--- config.mk ---
export PLATFORM = sky130hd
export DESIGN_NAME = cond_status_unit
export DESIGN_NICKNAME = d
export VERILOG_FILES = /design/src/rtl/cond_pkg.sv /design/src/rtl/cond_eval.sv /design/src/rtl/cond_status_unit.sv
export SDC_FILE = /design/constraint.sdc
export NUM_CORES = 1
export LEC_CHECK = 0
export ABC_CLOCK_PERIOD_IN_PS = 4300
export CELL_PAD_IN_SITES_DETAIL_PLACEMENT = 0
export CELL_PAD_IN_SITES_GLOBAL_PLACEMENT = 1
export CORE_ASPECT_RATIO = 0.6
export CORE_MARGIN = 3
export CORE_UTILIZATION = 27
export DETAILED_ROUTE_END_ITERATION = 10
export PLACE_DENSITY_LB_ADDON = 0.2
export SETUP_SLACK_MARGIN = 0.4
export SLEW_MARGIN = 5
export SYNTH_ARGS = -nofsm -noshare
export SYNTH_HDL_FRONTEND = slang
export SYNTH_SLANG_ARGS = --single-unit
--- constraint.sdc ---
create_clock -name clk -period 4.3 [get_ports clk]
set_clock_uncertainty 0.05 [all_clocks]
set_input_delay 0.86 -clock clk [delete_from_list [all_inputs] [get_ports clk]]
set_output_delay 0.86 -clock clk [all_outputs]
set_load 0.03 [all_outputs]
--- src/rtl/cond_pkg.sv ---
// cond_pkg -- shared definitions for the condition/status unit.
//   cond_t    : 4-bit condition codes evaluated against the committed flags
//   state_t   : query FSM states
//   FLAG_*    : bit positions of N, Z, I, V within the 32-bit flags word
//   sat_inc8  : 8-bit increment that sticks at 255
package cond_pkg;

   localparam int FLAG_N = 31;
   localparam int FLAG_Z = 30;
   localparam int FLAG_I = 29;
   localparam int FLAG_V = 28;

   typedef enum logic [3:0] {
      EQ     = 4'h0,
      NE     = 4'h1,
      IS     = 4'h2,
      IC     = 4'h3,
      MI     = 4'h4,
      PL     = 4'h5,
      VS     = 4'h6,
      VC     = 4'h7,
      GT     = 4'h8,
      LE     = 4'h9,
      GE     = 4'hA,
      LT     = 4'hB,
      RSVD_C = 4'hC,
      RSVD_D = 4'hD,
      AL     = 4'hE,
      NV     = 4'hF
   } cond_t;

   typedef enum logic {
      ST_READY = 1'b0,
      ST_HOLD  = 1'b1
   } state_t;

   function automatic logic [7:0] sat_inc8(input logic [7:0] val);
      return (val == 8'hFF) ? val : val + 8'd1;
   endfunction

endpackage

--- src/rtl/cond_eval.sv ---
// cond_eval -- purely combinational condition table.
//   cond    : condition code (cond_t encoding)
//   n,z,i,v : committed flags
//   pass    : 1 when the condition holds; reserved codes C/D never pass
module cond_eval
   import cond_pkg::*;
(
   input  logic [3:0] cond,
   input  logic       n,
   input  logic       z,
   input  logic       i,
   input  logic       v,
   output logic       pass
);

   always_comb begin
      pass = 1'b0;
      case (cond_t'(cond))
         EQ:     pass = z;
         NE:     pass = ~z;
         IS:     pass = i;
         IC:     pass = ~i;
         MI:     pass = n;
         PL:     pass = ~n;
         VS:     pass = v;
         VC:     pass = ~v;
         GT:     pass = ~z & (n == v);
         LE:     pass = z | (n != v);
         GE:     pass = (n == v);
         LT:     pass = (n != v);
         RSVD_C: pass = 1'b0;
         RSVD_D: pass = 1'b0;
         AL:     pass = 1'b1;
         NV:     pass = 1'b0;
         default: pass = 1'b0;
      endcase
   end

endmodule

--- src/rtl/cond_status_unit.sv ---
// cond_status_unit -- committed ALU status register, condition query port and
// sticky invalid/overflow counters.
//   clk, rst_n              : clock, asynchronous active-low reset
//   flags_in, flags_valid   : ALU flags word (N,Z,I,V in bits 31:28) and qualifier
//   set_flags               : with flags_valid, commit flags_in[31:28]
//   cond, cond_valid        : condition query request
//   cond_ready              : query may be accepted this cycle
//   cond_pass(_valid)       : held query result
//   cond_ack                : consumer takes the held result
//   status_out              : committed flags in 31:28, zeros elsewhere
//   inv_count, ovf_count    : saturating counts of results with I / V set
//   clear_sticky            : synchronous clear of both counters
//
// Handshakes: a query transfers on a rising edge where cond_valid & cond_ready
// are both 1; the requester may drop cond_valid while cond_ready is 0 and the
// request is then simply gone. A result is offered while cond_pass_valid is 1
// and is retired on the edge where cond_ack is 1; cond_ack at any other time
// has no effect.
module cond_status_unit
   import cond_pkg::*;
(
   input  logic        clk,
   input  logic        rst_n,
   input  logic [31:0] flags_in,
   input  logic        flags_valid,
   input  logic        set_flags,
   input  logic [3:0]  cond,
   input  logic        cond_valid,
   output logic        cond_ready,
   output logic        cond_pass,
   output logic        cond_pass_valid,
   input  logic        cond_ack,
   output logic [31:0] status_out,
   output logic [7:0]  inv_count,
   output logic [7:0]  ovf_count,
   input  logic        clear_sticky
);

   state_t     state, state_nxt;
   logic [3:0] flags_q;       // {N, Z, I, V}
   logic       pass_q;
   logic       eval_pass;
   logic       commit;
   logic       accept;
   logic [7:0] inv_q, ovf_q;
   logic       unused_flags;

   assign commit       = flags_valid & set_flags;
   assign unused_flags = ^flags_in[FLAG_V-1:0];

   cond_eval u_cond_eval (
      .cond (cond),
      .n    (flags_q[3]),
      .z    (flags_q[2]),
      .i    (flags_q[1]),
      .v    (flags_q[0]),
      .pass (eval_pass)
   );

   // A query accepted together with a commit would be ambiguous about which
   // flags it sees, so acceptance is stalled for that cycle; the query then
   // evaluates the freshly committed flags one cycle later.
   always_comb begin
      state_nxt  = state;
      cond_ready = 1'b0;
      accept     = 1'b0;
      case (state)
         ST_READY: begin
            cond_ready = ~commit;
            if (cond_valid && !commit) begin
               accept    = 1'b1;
               state_nxt = ST_HOLD;
            end
         end
         ST_HOLD: begin
            if (cond_ack) state_nxt = ST_READY;
         end
         default: state_nxt = ST_READY;
      endcase
   end

   always_ff @(posedge clk or negedge rst_n) begin
      if (!rst_n) state <= ST_READY;
      else        state <= state_nxt;
   end

   // Result is captured only on acceptance, so later commits in HOLD cannot
   // disturb it.
   always_ff @(posedge clk or negedge rst_n) begin
      if (!rst_n)      pass_q <= 1'b0;
      else if (accept) pass_q <= eval_pass;
   end

   always_ff @(posedge clk or negedge rst_n) begin
      if (!rst_n)      flags_q <= 4'd0;
      else if (commit) flags_q <= {flags_in[FLAG_N], flags_in[FLAG_Z],
                                   flags_in[FLAG_I], flags_in[FLAG_V]};
   end

   // Counters see every ALU result, committed or not; clear wins.
   always_ff @(posedge clk or negedge rst_n) begin
      if (!rst_n) begin
         inv_q <= 8'd0;
         ovf_q <= 8'd0;
      end else if (clear_sticky) begin
         inv_q <= 8'd0;
         ovf_q <= 8'd0;
      end else if (flags_valid) begin
         if (flags_in[FLAG_I]) inv_q <= sat_inc8(inv_q);
         if (flags_in[FLAG_V]) ovf_q <= sat_inc8(ovf_q);
      end
   end

   assign cond_pass       = pass_q;
   assign cond_pass_valid = (state == ST_HOLD);
   assign status_out      = {flags_q, 28'd0};
   assign inv_count       = inv_q;
   assign ovf_count       = ovf_q;

endmodule

Word level (Yosys, flattened, before mapping) --
Index checks and enable logic that the tools add are counted.
Cells by class: reduce and logical (&&, ||, !) cells 9, divide/modulo/power cells 0, magnitude comparators 0, multipliers 0, shift operators 0, bitwise operators 9, muxes and demuxes 14, add/sub/neg operators 2, equality and inequality tests 21
Operator list (number):
- two-way mux 8 bit | 8
- equality test 4 bit, second input constant | 8
- adder 8 x 1 -> 8 bit, second input constant | 2
- equality test 4 x 3 -> 1 bit, second input constant | 4
- equality test 8 bit, second input constant | 2
- case mux 1 bit (14 select lines) | 1
- equality test 4 x 2 -> 1 bit, second input constant | 2
- inverter 1 bit | 6
- AND reduction 3 bit | 2
- nonzero test 2 bit | 3
- equality test 4 x 1 -> 1 bit, second input constant | 1
- zero test 4 bit | 1
- two-way mux 1 bit | 4
- inequality test 2 bit, second input constant | 2
- OR reduction 3 bit | 1
- AND 1 bit | 2
- case mux 1 bit (2 select lines) | 1
- equality test 1 bit | 1
- logical AND 1 bit | 1
- zero test 1 bit | 1
- inequality test 1 bit | 1
- OR 1 bit | 1
Word-level totals: output and inout port bits 51, register bits after elaboration 22, bits in read-only memories 0, memories 0, logic and storage cells 60, bits in latches 0, input port bits 43, bits in writable memories 0

Depth between registers and ports, before layout --
Gate-level depths: netlist of the first run.
word-level depth 5, depth in mapped cells 6, mapped depth without buffers 5

Cells and area by module --
Synthesis of the first run repeated with hierarchy kept, for this count alone.
Second synthesis, totals: cells, all modules 152, area, all modules 1428.9 um^2
Modules (own cells, without submodules):
- cond_status_unit | seq. area each 550.5 um^2, area each 1283.7 um^2, instances 1, cells each 133
- cond_eval | seq. area each 0.0 um^2, area each 145.1 um^2, instances 1, cells each 19

Worst setup path before layout of the first run --
No wires, ideal clock.
kind in2out, from input set_flags, to output cond_ready, slack 1.997 ns, stages on the path 1, arrival 1.393 ns, data required time 3.390 ns, buffers on the path 0, cells stage by stage a21oi_1
Between the ends: word-level cells in the longest chain between the ends 3
RTL lines:
- start: declaration | RTL line cond_status_unit.sv:26 | input logic set_flags,
- AND 1 bit | RTL line cond_status_unit.sv:48 | assign commit = flags_valid & set_flags;
- inverter 1 bit | RTL line cond_status_unit.sv:69 | cond_ready = ~commit;
- two-way mux 1 bit | RTL line cond_status_unit.sv:67 | case (state)
- end: declaration | RTL line cond_status_unit.sv:29 | output logic cond_ready,
No other way between the ends.

Worst setup path in the final report of the first run --
from input flags_valid, to output cond_ready
Between the ends: word-level cells in the longest chain between the ends 3
RTL lines:
- start: declaration | RTL line cond_status_unit.sv:25 | input logic flags_valid,
- AND 1 bit | RTL line cond_status_unit.sv:48
- inverter 1 bit | RTL line cond_status_unit.sv:69
- two-way mux 1 bit | RTL line cond_status_unit.sv:67
No other way between the ends.

==> flow_summary.yaml, run 1 <==
run_status:
  status: "finished clean"
layout:
  final_cell_mix: "clkdlybuf4s50_1 (37), conb_1 (28), dfrtp_1 (22)"
  fillers: 513
  utilization: 0.366
  final_common_cell: "clkdlybuf4s50_1"
  nets: 235
  area_growth_pct: 23.1
  antenna_cells: 0
  drive_above_1_share: 0.0585
yosys:
  syn_inst: 157
  synth_adder_area_share: 0.0173
  yosysSeqAreaShare: 0.380
  synth_top_family_by_area: "buffers and inverters"
  yosys_register_bits: 22
  postSynthAreaPerCell_um2: 9.24
  synthesis.area_um2: 1450
  synth_cell_types: 37
  muxShareOfSynthArea: 0.0449
  yosysWarnings: 0
  synthSimpleGateAreaFrac: 0.165
  synth_compound_area_frac: 0.111
  synth-xor-area-share: 0.0846
timing:
  rsz0062_at_grt: "false"
  slew_headroom: 0.338
  min_period_over_period: 0.737
  hold_viol: 0
  worst_pin_slew_ns: 0.991
  slew_violations: 0
  max_freq_mhz: 316
  setup_tns_ns: 0
  setup_viol: 0
  period_needed_ns: 3.17
place:
  dpl.hpwl_um: 2500
  place_congestion: 0.777
  port_buffers: 37
floorplanning:
  design.die.area_um2: 6310
  placementRows: 19
  die_x_um: 101
  initial_core_util: 0.298
  io_pins: 94
  die_h_um: 62.8
  core_area_um2: 4870
clock_tree:
  h-tree-depth: 1
  cts_setup_buffers: 0
  clk_pin_slew_ns: 0.08
  cts-buffers-inserted: 3
  clk_latency_ns: 0.25
  root_buffer: "clkbuf_8"
  cts_resized: 0
  cts_sinks: 22
  cts_tree: "done"
  postCtsHoldBufs: 0
  cts_max_path_buffers: 2
global_route:
  groute.usage.overall: 0.0941
  grt_max_degree: 23
  overflow: 0
  grt_pass1_vias: 985
  grt_pass1_wl_um: 4820
  antenna_found_initial: 0
hold_path:
  hp-class: "flop to flop"
power_and_ir_drop:
  power_density_nw_per_um2: 283
  peakVddDrop_uv: 112
  p_total_w: 0.000505
  p_leak_nw: 0.727
run:
  maxCapViolCount: 0
route:
  drt-initial-drc-count: 48
  drt_first_pass_iters: 4
  vias: 1087
  wl_per_cell_um: 12.8
  drc: 0
  via_per_inst: 4.33
  wirelength_um: 3230
  ant_nets: 0
worst_setup_path:
  cp_max_fo: 4
  crit_type: "input pin to primary output"
  worst_ep_required_time_ns: 3.39
  cp-start-kind: "input pin"
  end_kind: "primary output"
  arrival_ns: 2.26
## final timing paths
path / from / end / slack (ns) / cells past startpoint
min in group asynchronous: rst_n / cond_pass / 1.09 / 1
max: flags_valid / cond_ready / 1.13 / 3
max reg2reg: ovf_count[0] / ovf_count[5] / 2.41 / 5
min: cond_pass / cond_pass / 0.45 / 2
max in group asynchronous: rst_n / inv_count[4] / 2.50 / 1
min reg2reg: cond_pass / cond_pass / 0.45 / 2
## report_power, final
group	total, W	switching, W	internal, W
clock network	0.000126	0.0000633	0.0000624
registers	0.000232	0.0000129	0.000219
logic	0.000148	0.0000943	0.0000538
## layout make-up
| class | count | area (um^2) | area share |
|---|---|---|---|
| clock buffer | 3 | 41.3 | 0.0231 |
| inverter | 7 | 26.3 | 0.0147 |
| multi-input combinational | 119 | 718 | 0.402 |
| sequential | 22 | 551 | 0.308 |
| tap | 63 | 78.8 | 0.0441 |
| timing repair buffer | 37 | 370 | 0.207 |
## critical path: stages
cell and delay [ns]:
clkdlybuf4s50_1 0.49, a21oi_1 0.20, clkdlybuf4s50_1 0.70
## metal layers
layer / global-route usage / wire length (um) / up-vias
met5: 0 / 0 / -
met4: 0.0151 / 0 / 0
met3: 0.0379 / 212 / 0
met2: 0.135 / 1430 / 30
met1: 0.134 / 1590 / 517
li1: - / - / 540
## kinds of logic (layout without fill, tap and decap cells)
family / count (synthesis) / count (layout)
flops: 22 / 22
fa+ha+maj: 2 / 2
mux: 6 / 6
compound gates: 23 / 23
buf+inv: 43 / 47
simple gates: 46 / 46
xor+xnor: 14 / 14
other cells: 1 / 28
## through the flow
stage | instances | setup slack (ns) | hold slack [ns] | cell area, um^2
5_1_grt | 251 | 1.09 | 0.459 | 1790
2_1_floorplan | 184 | 2.00 | 0.475 | 1550
3_3_place_gp | 248 | 1.11 | 0.426 | 1740
4_1_cts | 251 | 1.11 | 0.453 | 1790
6_report | 251 | 1.13 | 0.450 | 1790
3_5_place_dp | 248 | 1.12 | 0.434 | 1740
## state kept, by name, summed over array words and instances (netlist names)
register	count
inv_count	8
ovf_count	8
cond_pass	1
flags_q	4
cond_pass_valid	1
## synth_stat cells, drive strengths merged
library cell,number,area [um^2]
nor2,14,52.6
a21oi,6,30.0
or3,2,12.5
nand3,5,25.0
mux2,4,45.0
inv,7,26.3
a21o,1,7.51
mux2i,2,20.0
dfrtp,22,551
buf,34,249
a31oi,2,12.5
nand4,1,6.26
o31ai,3,22.5
xor2,1,8.76
a32oi,1,8.76
ha,2,25.0
xnor2,13,114
a22oi,1,7.51
nor4b,1,8.76
o21ai,4,20.0
conb,1,3.75
nor4,3,18.8
nor3,2,10.0
and4,2,20.0
and2,1,6.26
and3,2,17.5
nor2b,1,6.26
a211oi,3,22.5
a2111oi,2,30.0
nand2,9,33.8
nand2b,1,6.26
clkbuf,2,7.51
or4,2,15.0
No activity file was read; power rests on OpenSTA's default activity.
==> run 2, diff against run 1 <==
--- a/config.mk
+++ b/config.mk
@@ -5,12 +5,12 @@
 export SDC_FILE = /design/constraint.sdc
 export NUM_CORES = 1
 export LEC_CHECK = 0
-export ABC_CLOCK_PERIOD_IN_PS = 4300
+export ABC_CLOCK_PERIOD_IN_PS = 2800
 export CELL_PAD_IN_SITES_DETAIL_PLACEMENT = 0
 export CELL_PAD_IN_SITES_GLOBAL_PLACEMENT = 1
 export CORE_ASPECT_RATIO = 0.6
 export CORE_MARGIN = 3
-export CORE_UTILIZATION = 27
+export CORE_UTILIZATION = 23
 export DETAILED_ROUTE_END_ITERATION = 10
 export PLACE_DENSITY_LB_ADDON = 0.2
 export SETUP_SLACK_MARGIN = 0.4
==> constraint.sdc (replaced) <==
create_clock -name clk -period 2.8 [get_ports clk]
set_clock_uncertainty 0.05 [all_clocks]
set_input_delay 0.56 -clock clk [delete_from_list [all_inputs] [get_ports clk]]
set_output_delay 0.56 -clock clk [all_outputs]
set_load 0.03 [all_outputs]
==> flow_summary.yaml, run 2 (same netlist as run 1, synthesis figures left out) <==
run_status:
  status: "finished clean"
layout:
  final_cell_mix: "clkdlybuf4s50_1 (36), conb_1 (28), dfrtp_1 (22)"
  utilization: 0.312
  area_growth_pct: 25.5
  fin_area_um2: 1820
  final_common_cell: "clkdlybuf4s50_1"
  antenna_cells: 0
  drive_above_1_share: 0.0684
  nets: 237
  fillers: 618
floorplanning:
  core_area_um2: 5830
  die_x_um: 109
  die_h_um: 67.5
  io_pins: 94
  placementRows: 21
  initial_core_util: 0.249
  design.die.area_um2: 7320
worst_setup_path:
  end_kind: "primary output"
  r2r-end: "ovf_count[5]"
  path_buf_inv: 2
  startpoint: "flags_valid"
  worstPathCellList: "clkdlybuf4s50_1 > a21oi_1 > dlygate4sd2_1"
  worstRegToRegCells: 5
  cp_max_fo: 2
  worst-path-stages: 3
  critPathCapture: "cond_ready"
  worst_ep_required_time_ns: 2.19
  crit_type: "input pin to primary output"
  worstReg2RegStart: "ovf_count[0]"
  arrival_ns: 1.60
  critical-path-top-delay-family: "buffers and inverters"
  rrSetupSlack_ns: 0.92
  critPathMaxStageDelay_ns: 0.44
  cp-start-kind: "input pin"
  cpMaxStageDelayCell: "clkdlybuf4s50_1"
timing:
  setup_viol: 0
  slew_headroom: 0.536
  min_period_over_period: 0.790
  rsz0062_at_grt: "false"
  worst_pin_slew_ns: 0.694
  period_needed_ns: 2.21
  max_freq_mhz: 452
  slew_violations: 0
  setup_tns_ns: 0
  hold_viol: 0
clock_tree:
  clk_pin_slew_ns: 0.08
  postCtsHoldBufs: 0
  clk_latency_ns: 0.26
  cts_sinks: 22
  cts_tree: "done"
  h-tree-depth: 1
  cts_max_path_buffers: 2
  cts_resized: 1
  cts-buffers-inserted: 3
  cts_setup_buffers: 0
  root_buffer: "clkbuf_8"
route:
  drc: 0
  via_per_inst: 4.15
  wl_per_cell_um: 12.7
  ant_nets: 0
  drt-initial-drc-count: 20
  wirelength_um: 3440
  drt_first_pass_iters: 4
  vias: 1120
place:
  port_buffers: 37
  placed_area_um2: 1780
  dpl.hpwl_um: 2620
  place_congestion: 0.729
power_and_ir_drop:
  power_density_nw_per_um2: 429
  peakVddDrop_uv: 177
  p_leak_nw: 0.738
global_route:
  antenna_found_initial: 0
  groute.usage.overall: 0.0942
  grt_max_degree: 23
  grt_pass1_wl_um: 5330
  overflow: 0
  grt_pass1_vias: 1032
hold_path:
  hp-class: "flop to flop"
  min_from: "cond_pass"
run:
  maxCapViolCount: 0
[run 2: through the flow]
step,total power [W],setup WS [ns],hold WS [ns],std cells
global route,0.000823,0.559,0.481,270
finish,0.000781,0.588,0.444,270
floorplan,0.000548,0.902,0.214,184
CTS,0.000799,0.585,0.456,270
global placement,0.000591,0.302,0.428,267
detailed placement,0.000594,0.309,0.429,267
[run 2: routing by layer]
metal	routed length (um)	track usage	vias up
li1	-	-	545
met1	1830	0.136	545
met2	1390	0.140	28
met3	196	0.0325	2
met4	10	0.00945	0
met5	0	0	-
[run 2: where the power goes]
group	switching (W)	leakage [nW]	internal, W	total, W
logic	0.000145	0.423	0.0000832	0.000229
registers	0.0000202	0.294	0.000336	0.000356
clock network	0.000100	0.0216	0.0000959	0.000196
[run 2: cell type report]
type                       count  area, um^2  share of cell area
multi-input combinational    119         718               0.395
sequential                    22         551               0.302
timing repair buffer          39         384               0.211
tap                           80         100              0.0550
clock buffer                   3        41.3              0.0227
inverter                       7        26.3              0.0144
[run 2: how the worst min path moves through the flow]
stage / endpoint / slack (ns) / cells after the start
2_1_floorplan: cond_pass / 0.21 / 0
3_3_place_gp: cond_pass / 0.43 / 2
3_5_place_dp: cond_pass / 0.43 / 2
4_1_cts: cond_pass / 0.46 / 2
5_1_grt: cond_pass / 0.48 / 2
6_report: cond_pass / 0.44 / 2
[run 2: worst reg2reg max path: stages (launching register included)]
cell	delay, ns
dfrtp_1	0.42
ha_1	0.26
and3_4	0.19
a21o_1	0.25
or4_1	0.48
a21oi_1	0.15
